==> config.mk <==
export PLATFORM = sky130hd
export DESIGN_NAME = writeback_queue_flat
export DESIGN_NICKNAME = d
export VERILOG_FILES = /design/src/rtl/writeback_queue_if.sv /design/src/rtl/writeback_queue.sv /design/src/flat_wrapper.sv
export SDC_FILE = /design/constraint.sdc
export NUM_CORES = 1
export LEC_CHECK = 0
export BUFFER_PORTS_ARGS = -buffer_cell sky130_fd_sc_hd__buf_4
export CORE_UTILIZATION = 58
export DETAILED_ROUTE_END_ITERATION = 8
export PLACE_DENSITY_LB_ADDON = 0.05
export SLEW_MARGIN = 20
export SYNTH_ARGS = -nofsm -noshare
export SYNTH_HDL_FRONTEND = slang
export SYNTH_SLANG_ARGS = --single-unit
==> constraint.sdc <==
create_clock -name CLK -period 4.5 [get_ports CLK]
set_input_delay 1.125 -clock CLK [delete_from_list [all_inputs] [get_ports CLK]]
set_output_delay 1.125 -clock CLK [all_outputs]
set_load 0.01 [all_outputs]
==> src/rtl/writeback_queue_if.sv <==
// Handshake and write-port bundle between the producers, register file and the writeback queue.
// Signal names follow the register-file port naming used by the surrounding pipeline.
interface writeback_queue_if #(
    parameter int DEPTH  = 4,
    parameter int ADDR_W = 5,
    parameter int DATA_W = 32
);
    localparam int CW = $clog2(DEPTH) + 1;

    logic              mem_valid;
    logic [ADDR_W-1:0] mem_rw;
    logic [DATA_W-1:0] mem_data;
    logic              mem_ready;
    logic              alu_valid;
    logic [ADDR_W-1:0] alu_rw;
    logic [DATA_W-1:0] alu_data;
    logic              alu_ready;
    logic              reg_write;
    logic [ADDR_W-1:0] rw;
    logic [DATA_W-1:0] busW;
    logic [ADDR_W-1:0] qa;
    logic [ADDR_W-1:0] qb;
    logic              hit_a;
    logic [DATA_W-1:0] fwd_a;
    logic              hit_b;
    logic [DATA_W-1:0] fwd_b;
    logic [CW-1:0]     count;

    modport slave (
        input  mem_valid, mem_rw, mem_data,
        input  alu_valid, alu_rw, alu_data,
        input  qa, qb,
        output mem_ready, alu_ready,
        output reg_write, rw, busW,
        output hit_a, fwd_a, hit_b, fwd_b,
        output count
    );

    modport master (
        output mem_valid, mem_rw, mem_data,
        output alu_valid, alu_rw, alu_data,
        output qa, qb,
        input  mem_ready, alu_ready,
        input  reg_write, rw, busW,
        input  hit_a, fwd_a, hit_b, fwd_b,
        input  count
    );
endinterface

==> src/rtl/writeback_queue.sv <==
// Writeback queue: merges ALU and load results and drains one per cycle into the register file.
// Optional WBQ_ZERO_FILTER_EN drops results destined for register 0 and hides them from forwarding.
module writeback_queue #(
    parameter int DEPTH  = 4,
    parameter int ADDR_W = 5,
    parameter int DATA_W = 32
) (
    input  logic                CLK,
    input  logic                RST,
    writeback_queue_if.slave    bus
);
    localparam int PW = $clog2(DEPTH);
    localparam int CW = PW + 1;
    localparam logic [CW-1:0] LIM1 = CW'(DEPTH - 1);
    localparam logic [CW-1:0] LIM2 = CW'(DEPTH - 2);

    logic [PW-1:0]     head_q, head_d;
    logic [PW-1:0]     tail_q, tail_d;
    logic [CW-1:0]     count_q, count_d;
    logic [ADDR_W-1:0] rw_q [DEPTH];
    logic [DATA_W-1:0] dat_q [DEPTH];

    logic          pop;
    logic          mem_rdy, alu_rdy;
    logic          mem_push, alu_push;
    logic          mem_enq, alu_enq;
    logic          qa_ok, qb_ok;
    logic [PW-1:0] alu_slot;

    assign pop     = (count_q != '0);
    assign mem_rdy = (count_q <= LIM1);
    assign alu_rdy = bus.mem_valid ? (count_q <= LIM2) : (count_q <= LIM1);

    assign mem_push = bus.mem_valid && mem_rdy;
    assign alu_push = bus.alu_valid && alu_rdy;

`ifdef WBQ_ZERO_FILTER_EN
    assign mem_enq = mem_push && (bus.mem_rw != '0);
    assign alu_enq = alu_push && (bus.alu_rw != '0);
    assign qa_ok   = (bus.qa != '0);
    assign qb_ok   = (bus.qb != '0);
`else
    assign mem_enq = mem_push;
    assign alu_enq = alu_push;
    assign qa_ok   = 1'b1;
    assign qb_ok   = 1'b1;
`endif

    // The load result is the older instruction, so it takes the first free slot.
    assign alu_slot = tail_q + PW'(mem_enq);

    always_comb begin
        head_d  = head_q + PW'(pop);
        tail_d  = tail_q + PW'(mem_enq) + PW'(alu_enq);
        count_d = count_q + CW'(mem_enq) + CW'(alu_enq) - CW'(pop);
    end

    always_ff @(posedge CLK) begin
        if (RST) begin
            head_q  <= '0;
            tail_q  <= '0;
            count_q <= '0;
        end else begin
            head_q  <= head_d;
            tail_q  <= tail_d;
            count_q <= count_d;
        end
    end

    always_ff @(posedge CLK) begin
        if (mem_enq) begin
            rw_q[tail_q]  <= bus.mem_rw;
            dat_q[tail_q] <= bus.mem_data;
        end
        if (alu_enq) begin
            rw_q[alu_slot]  <= bus.alu_rw;
            dat_q[alu_slot] <= bus.alu_data;
        end
    end

    assign bus.mem_ready = mem_rdy;
    assign bus.alu_ready = alu_rdy;
    assign bus.reg_write = pop;
    assign bus.rw        = pop ? rw_q[head_q] : '0;
    assign bus.busW      = pop ? dat_q[head_q] : '0;
    assign bus.count     = count_q;

    logic              hit_a, hit_b;
    logic [DATA_W-1:0] fwd_a, fwd_b;
    logic [PW-1:0]     idx;

    // Scan oldest to youngest so the youngest match overwrites earlier ones.
    always_comb begin
        hit_a = 1'b0;
        hit_b = 1'b0;
        fwd_a = '0;
        fwd_b = '0;
        idx   = '0;
        for (int i = 0; i < DEPTH; i++) begin
            idx = head_q + PW'(i);
            if (CW'(i) < count_q) begin
                if (qa_ok && rw_q[idx] == bus.qa) begin
                    hit_a = 1'b1;
                    fwd_a = dat_q[idx];
                end
                if (qb_ok && rw_q[idx] == bus.qb) begin
                    hit_b = 1'b1;
                    fwd_b = dat_q[idx];
                end
            end
        end
    end

    assign bus.hit_a = hit_a;
    assign bus.fwd_a = fwd_a;
    assign bus.hit_b = hit_b;
    assign bus.fwd_b = fwd_b;
endmodule

==> src/flat_wrapper.sv <==
// flat-port wrapper written by rule: the top's interface ports become plain ports
module writeback_queue_flat 
#(
    parameter int DEPTH  = 4,
    parameter int ADDR_W = 5,
    parameter int DATA_W = 32
)
  (CLK, RST, bus_mem_valid, bus_mem_rw, bus_mem_data, bus_alu_valid, bus_alu_rw, bus_alu_data, bus_qa, bus_qb, bus_mem_ready, bus_alu_ready, bus_reg_write, bus_rw, bus_busW, bus_hit_a, bus_fwd_a, bus_hit_b, bus_fwd_b, bus_count);
  writeback_queue_if #(.DEPTH(DEPTH), .ADDR_W(ADDR_W), .DATA_W(DATA_W)) bus_i ();
  input  logic CLK;
  input  logic RST;
  input wire logic [$bits(bus_i.mem_valid)-1:0] bus_mem_valid;
  input wire logic [$bits(bus_i.mem_rw)-1:0] bus_mem_rw;
  input wire logic [$bits(bus_i.mem_data)-1:0] bus_mem_data;
  input wire logic [$bits(bus_i.alu_valid)-1:0] bus_alu_valid;
  input wire logic [$bits(bus_i.alu_rw)-1:0] bus_alu_rw;
  input wire logic [$bits(bus_i.alu_data)-1:0] bus_alu_data;
  input wire logic [$bits(bus_i.qa)-1:0] bus_qa;
  input wire logic [$bits(bus_i.qb)-1:0] bus_qb;
  output wire logic [$bits(bus_i.mem_ready)-1:0] bus_mem_ready;
  output wire logic [$bits(bus_i.alu_ready)-1:0] bus_alu_ready;
  output wire logic [$bits(bus_i.reg_write)-1:0] bus_reg_write;
  output wire logic [$bits(bus_i.rw)-1:0] bus_rw;
  output wire logic [$bits(bus_i.busW)-1:0] bus_busW;
  output wire logic [$bits(bus_i.hit_a)-1:0] bus_hit_a;
  output wire logic [$bits(bus_i.fwd_a)-1:0] bus_fwd_a;
  output wire logic [$bits(bus_i.hit_b)-1:0] bus_hit_b;
  output wire logic [$bits(bus_i.fwd_b)-1:0] bus_fwd_b;
  output wire logic [$bits(bus_i.count)-1:0] bus_count;
  assign bus_i.mem_valid = bus_mem_valid;
  assign bus_i.mem_rw = bus_mem_rw;
  assign bus_i.mem_data = bus_mem_data;
  assign bus_i.alu_valid = bus_alu_valid;
  assign bus_i.alu_rw = bus_alu_rw;
  assign bus_i.alu_data = bus_alu_data;
  assign bus_i.qa = bus_qa;
  assign bus_i.qb = bus_qb;
  assign bus_mem_ready = bus_i.mem_ready;
  assign bus_alu_ready = bus_i.alu_ready;
  assign bus_reg_write = bus_i.reg_write;
  assign bus_rw = bus_i.rw;
  assign bus_busW = bus_i.busW;
  assign bus_hit_a = bus_i.hit_a;
  assign bus_fwd_a = bus_i.fwd_a;
  assign bus_hit_b = bus_i.hit_b;
  assign bus_fwd_b = bus_i.fwd_b;
  assign bus_count = bus_i.count;
  writeback_queue #(.DEPTH(DEPTH), .ADDR_W(ADDR_W), .DATA_W(DATA_W)) u_core (.CLK(CLK), .RST(RST), .bus(bus_i));
endmodule
==> reports/qor.csv, run 1 <==
metric;value;unit
power_switching;4.47;mW
drc;0;
worst_skew_pair.late_latency;430;ps
finalPower;10.2;mW
antenna_found_initial;0;
hold_viol;0;
synth_flop_cell;edfxtp_1;
die_h;148;um
synth_cells;1258;
viasPerCell;6.51;
grt_pass1_wl;57.0;mm
postRouteAntennaNets;0;
clock-sinks;155;
period_minus_slack;4390;ps
core-area;0.0206;mm^2
combPwrFrac;0.612;
cp-end-kind;output pin;
insertedDiodeCount;0;
cp-start-kind;flip-flop;
grt_overflow;0;
fin_setup_tns;0;ps
power_density;683;mW/mm^2
drt_iter0_markers;1159;
yosysSeqAreaShare;0.372;
syn_to_final_growth;20.7;%
slew_headroom;0.518;
layout-drive-gt1-share;0.372;
grt_use_total;0.339;
initial_core_util;0.600;
tightest_slew;723;ps
pwr-share-clk;0.143;
pwr-share-seq;0.244;
synth_edf_count;148;
rsz0062_at_grt;yes;
ctsHoldBuffers;0;
numCtsBuffers;17;
skew;11.6;ps
ios;197;
drv_slew;0;
async_flop_share;0;
post_drt_wl_per_cell;22.2;um
path_class;flip-flop to output pin;
p_leak;5.66;nW
die_w;148;um
grt_max_degree;131;
p_int;5.70;mW
avgSynthCellArea;9.80;um^2
portBuffers;196;
switching_share;0.439;
worst_ep_arrival_time;3270;ps
worstPathRequired;3380;ps
critPathMaxFanout;32;
synth_area_leaders;edfxtp_1 36%, mux2_2 20%, mux2i_1 6.5%;
drv_cap;0;
fmax;0.228;GHz
cts-htree-levels;4;
synthDistinctLibCells;41;
cts-root-buf;clkbuf_16;
gp_routability_congestion;0.904;
ys_seq_elements;155;
vias;11000;
cts_tree;yes;
finalInstanceArea;0.0149;mm^2
clkTransAtPathRegs;60;ps
netlist.area_leader.share;0.360;
ys_warn_count;0;
place_area;0.0142;mm^2
post-route-util;0.724;
layout.nets;1497;
rows;52;
synth.cell_area;0.0123;mm^2
hold_class;flip-flop to flip-flop;
hpwl;23.6;mm
grt_pass1_vias;10600;
dr.pass1.iters;5;
fin_crit_sh;0.976;
setup_viol_count_final;0;
routed_wl;37.4;mm
clockBufferDepth;2;
vdd_ir_drop_max;0.000403;V
status;finished clean;
synth_nets;1354;
die_area;0.0219;mm^2
yosysTopAreaCell;edfxtp_1;
[critical path: stages (launching register included)]
cell and delay, ps:
dfxtp_4 510, mux4_2 590, xnor2_1 220, o311ai_1 210, a211oi_4 270, buf_4 190, buf_8 250, nor3_1 90
a211oi_1 220, o22ai_1 120, buf_4 160
[power groups by stage]
stage	registers [mW]	clock network [mW]	logic, mW
final	2.49	1.45	6.23
after global routing	2.53	1.51	6.70
after CTS	2.48	1.46	6.08
after detailed placement	2.54	0	5.97
after global placement	2.50	0	5.87
after floorplan	2.39	0	4.06
[layout make-up]
cell class                 instances  area, um^2
inverter                          42         163
fill                            1571        5680
clock inverter                    12         150
clock buffer                      19         433
sequential                       155        4590
tap                              270         338
timing repair buffer             237        1990
multi-input combinational        948        7220
[Yosys cell counts, drive strengths merged, types with 9 or more instances]
master and n:
a211oi 33, a21oi 66, mux2i 80, o21ai 127
nand2 78, nor2 108, nor3 38, edfxtp 148
mux4 12, a221oi 32, nor2b 9, o22ai 65
inv 41, buf 52, clkbuf 61, xor2 27
xnor2 18, mux2 221
[flip-flops by register name, summed over array words and instances (netlist names)]
register,flops
u_core.dat_q,128
u_core.head_q,2
u_core.rw_q,20
u_core.tail_q,2
u_core.bus.count,3
[path summary, 6_finish.rpt]
| path | startpoint | to | cells after the start | slack, ps |
|---|---|---|---|---|
| worst max-delay path | u_core.head_q[1] | bus_fwd_b[5] | 10 | 110 |
| worst min-delay path | u_core.tail_q[1] | u_core.tail_q[1] | 3 | 800 |
| worst max register to register | u_core.bus.count[1] | u_core.dat_q[1][0] | 9 | 1290 |
| worst min register to register | u_core.tail_q[1] | u_core.tail_q[1] | 3 | 800 |
[cell families after synthesis]
family | after synthesis | share of synthesized area
AND/OR/NAND/NOR | 253 | 0.0884
buffers and inverters | 155 | 0.0509
flip-flops | 155 | 0.372
multiplexers | 313 | 0.289
AO/OA/AOI/OAI | 329 | 0.159
XOR/XNOR | 45 | 0.0320
adder cells (fa/ha/maj) | 8 | 0.00933
[repair_timing]
item | in CTS | in global routing
pin swaps | 0 | 2
gates resized for setup | 5 | 12
cloned | 0 | 1
buffers inserted | 2 | 3
setup endpoints to repair | 66 | 66
[metal layers]
metal | wire length (um) | vias up | global-route usage
li1 | - | 5018 | -
met4 | 952 | 0 | 0.140
met3 | 3490 | 93 | 0.0583
met5 | 0 | - | 0
met2 | 18200 | 642 | 0.563
met1 | 14800 | 5206 | 0.438
[layout by cell type, fill, tap and decap left out, types with 4 or more instances in the layout]
| master | Yosys | routed |
|---|---|---|
| ha_1 | 6 | 6 |
| buf_4 | 1 | 219 |
| nor2b_1 | 9 | 9 |
| mux2_2 | 221 | 221 |
| edfxtp_1 | 148 | 148 |
| inv_1 | 41 | 41 |
| a221oi_1 | 32 | 32 |
| xor2_1 | 27 | 27 |
| o21ai_0 | 127 | 126 |
| nor2_1 | 108 | 106 |
| dfxtp_1 | 7 | 5 |
| a21oi_1 | 66 | 66 |
| xnor2_1 | 18 | 18 |
| nand2_1 | 78 | 75 |
| clkbuf_16 | 0 | 18 |
| mux4_2 | 12 | 12 |
| o22ai_1 | 65 | 64 |
| clkinv_2 | 0 | 4 |
| buf_12 | 0 | 14 |
| nand4_1 | 5 | 5 |
| mux2i_1 | 80 | 77 |
| a211oi_1 | 32 | 32 |
| nor3_1 | 37 | 34 |
[stage by stage]
step                hold slack, ps  setup WS (ps)  std cells
floorplan                      642            317       1258
CTS                            789           4.85       1679
global placement               757            247       1646
detailed placement             779            232       1646
global route                   841           2.52       1683
finish                         796            107       1683
Note: power is estimated with default switching activity, not from simulation.
==> run 2: changes to the inputs <==
--- a/config.mk
+++ b/config.mk
@@ -9,6 +9,7 @@
 export CORE_UTILIZATION = 58
 export DETAILED_ROUTE_END_ITERATION = 8
 export PLACE_DENSITY_LB_ADDON = 0.05
+export RECOVER_POWER = 100
 export SLEW_MARGIN = 20
 export SYNTH_ARGS = -nofsm -noshare
 export SYNTH_HDL_FRONTEND = slang
==> run 2 against run 1 <==
Compared with the run above:
- power down 2.6%
- core utilization down 1.3 points
- cell area down 1.8%
- largest cell class unchanged
- maximum frequency down 0.47%
- the run now ends with capacitance limit, slew limit left
- register-to-register slack worse by 980 ps
- via count down 0.21%
- first-iteration DRC count down 0.17%
- sequential cell count unchanged
- clock power about the same
- worst setup slack worse by 21 ps
- clock-buffer cell count unchanged
==> reports/qor.csv, run 2 (same netlist as run 1, synthesis figures left out) <==
metric;value;unit;change
status;complete, but fails checks;;
violations;capacitance limit, slew limit;;
hold_class;flip-flop to flip-flop;;
power_density;677;mW/mm^2;-0.86%
path_cells;buf_12 > mux4_2 > xor2_1 > nor2_1 > o2111ai_1 > nor2_4 > buf_12 > a221oi_1 > o22ai_1 > buf_4;;
routed_wl;37.4;mm;about the same
insertedDiodeCount;0;;unchanged
layout.nets;1497;;unchanged
die_area;0.0219;mm^2;unchanged
cts-htree-levels;4;;unchanged
met3_usage;0.0583;;unchanged
dr.pass1.iters;5;;unchanged
viasPerCell;6.50;;-0.21%
pre_cts_ws;232;ps;unchanged
cp-start-kind;flip-flop;;
rr_worst_depth;9;;unchanged
setup_viol_count_final;0;;unchanged
drv_slew;13;;+13
final_cell_mix;218 x mux2_2, 176 x buf_4, 148 x edfxtp_1;;
worst_skew_pair.late_latency;430;ps;about the same
clock-sinks;155;;unchanged
finalPower;9.90;mW;-2.6%
top_usage_layer;met2;;
fin_crit_sh;0.981;;+0.00465
drc;0;;unchanged
post_drt_wl_per_cell;22.2;um;about the same
cts-root-buf;clkbuf_16;;
layout_commonest_cell;mux2_2;;
core-area;0.0206;mm^2;unchanged
fin_cells;1683;;unchanged
grt_overflow;0;;unchanged
drt_iter0_markers;1157;;-0.17%
initial_core_util;0.600;;unchanged
setup_ws;85.9;ps;-20.9 ps
rows;52;;unchanged
cp_slowest_cell;mux4_2;;
hold_depth;3;;unchanged
period_minus_slack;4410;ps;+20.9 ps
tightest_slew;1600;ps;+880 ps
ctsHoldBuffers;0;;unchanged
hold_viol;0;;unchanged
cts_tree;yes;;
antenna_found_initial;0;;unchanged
grt_pass1_vias;10600;;unchanged
portBuffers;196;;unchanged
r2r_slack;310;ps;-980 ps
worstPathRequired;3380;ps;about the same
rsz0062_at_grt;yes;;
hpwl;23.6;mm;unchanged
fmax;0.227;GHz;-0.47%
largest_reg_flops;128;;unchanged
place_inst;1646;;unchanged
p_leak;5.47;nW;-3.4%
die_w;148;um;unchanged
postRouteAntennaNets;0;;unchanged
grt_use_met1;0.438;;unchanged
numCtsBuffers;17;;unchanged
clockBufferDepth;2;;unchanged
layout-drive-gt1-share;0.335;;-0.0368
drv_cap;1;;+1
syn_to_final_growth;18.5;%;
fin_setup_tns;0;ps;unchanged
gp_routability_congestion;0.904;;unchanged
grt_pass1_wl;57.0;mm;unchanged
vdd_ir_drop_max;0.000397;V;-1.3%
skew;11.3;ps;-0.334 ps
vias;10900;;-0.21%
crit_top_cell;buf_12;;
die_h;148;um;unchanged
grt_max_degree;131;;unchanged
slew_headroom;-0.0706;;-0.589
slowest_delay;550;ps;-40 ps
clkTransAtPathRegs;60;ps;about the same
path_class;flip-flop to output pin;;
critPathMaxFanout;19;;-41%
worst_ep_arrival_time;3290;ps;+20 ps
ios;197;;unchanged
hold_slack;781;ps;-15.0 ps
grt_use_total;0.339;;unchanged
top_register;u_core.dat_q;;
cp-end-kind;output pin;;
grt_use_met2;0.563;;unchanged
==> run 2: layout make-up <==
cell class / count / area (um^2)
flip-flops and latches: 155 / 4590
inverters: 42 / 163
fillers: 1639 / 5940
well taps: 270 / 338
clock buffers: 19 / 433
multi-input cells: 948 / 7180
repair buffers: 237 / 1760
clock inverters: 12 / 150
==> run 2: power by group <==
| group | leakage (nW) | switching (mW) | internal [mW] |
|---|---|---|---|
| sequential | 1.43 | 0.284 | 2.21 |
| combinational | 3.76 | 3.56 | 2.39 |
| clock | 0.279 | 0.591 | 0.866 |
==> run 2: through the flow <==
stage / area (um^2) / utilization
after floorplan: 12300 / -
after global placement: 14200 / 0.689
after detailed placement: 14200 / 0.689
after CTS: 14800 / 0.720
after global routing: 14600 / 0.711
final: 14600 / 0.711
==> run 2: critical path: cells and delay by family (launching register included) <==
family,cells,cell delay [ps]
multiplexers,1,550
AO/OA/AOI/OAI,3,550
buffers and inverters,3,560
AND/OR/NAND/NOR,2,640
flip-flops,1,390
XOR/XNOR,1,170
==> run 2: repair_timing <==
item / CTS / global route
pin swaps: 0 / 2
setup buffers: 2 / 3
endpoints found under the setup margin: 66 / 66
resized for setup: 5 / 12
cloned: 0 / 1
==> run 2: worst paths after layout <==
kind	end	start
hold / removal	u_core.tail_q[1]	u_core.tail_q[1]
hold reg to reg	u_core.tail_q[1]	u_core.tail_q[1]
setup reg to reg	u_core.dat_q[1][0]	u_core.bus.count[1]
setup / recovery	bus_fwd_a[27]	u_core.head_q[0]
==> run 2: per-layer routing <==
metal	vias up	part of all wire	wire (um)
met3	74	0.091	3410
li1	5020	-	-
met5	-	0	0
met4	0	0.022	821
met2	604	0.49	18300
met1	5238	0.40	14900
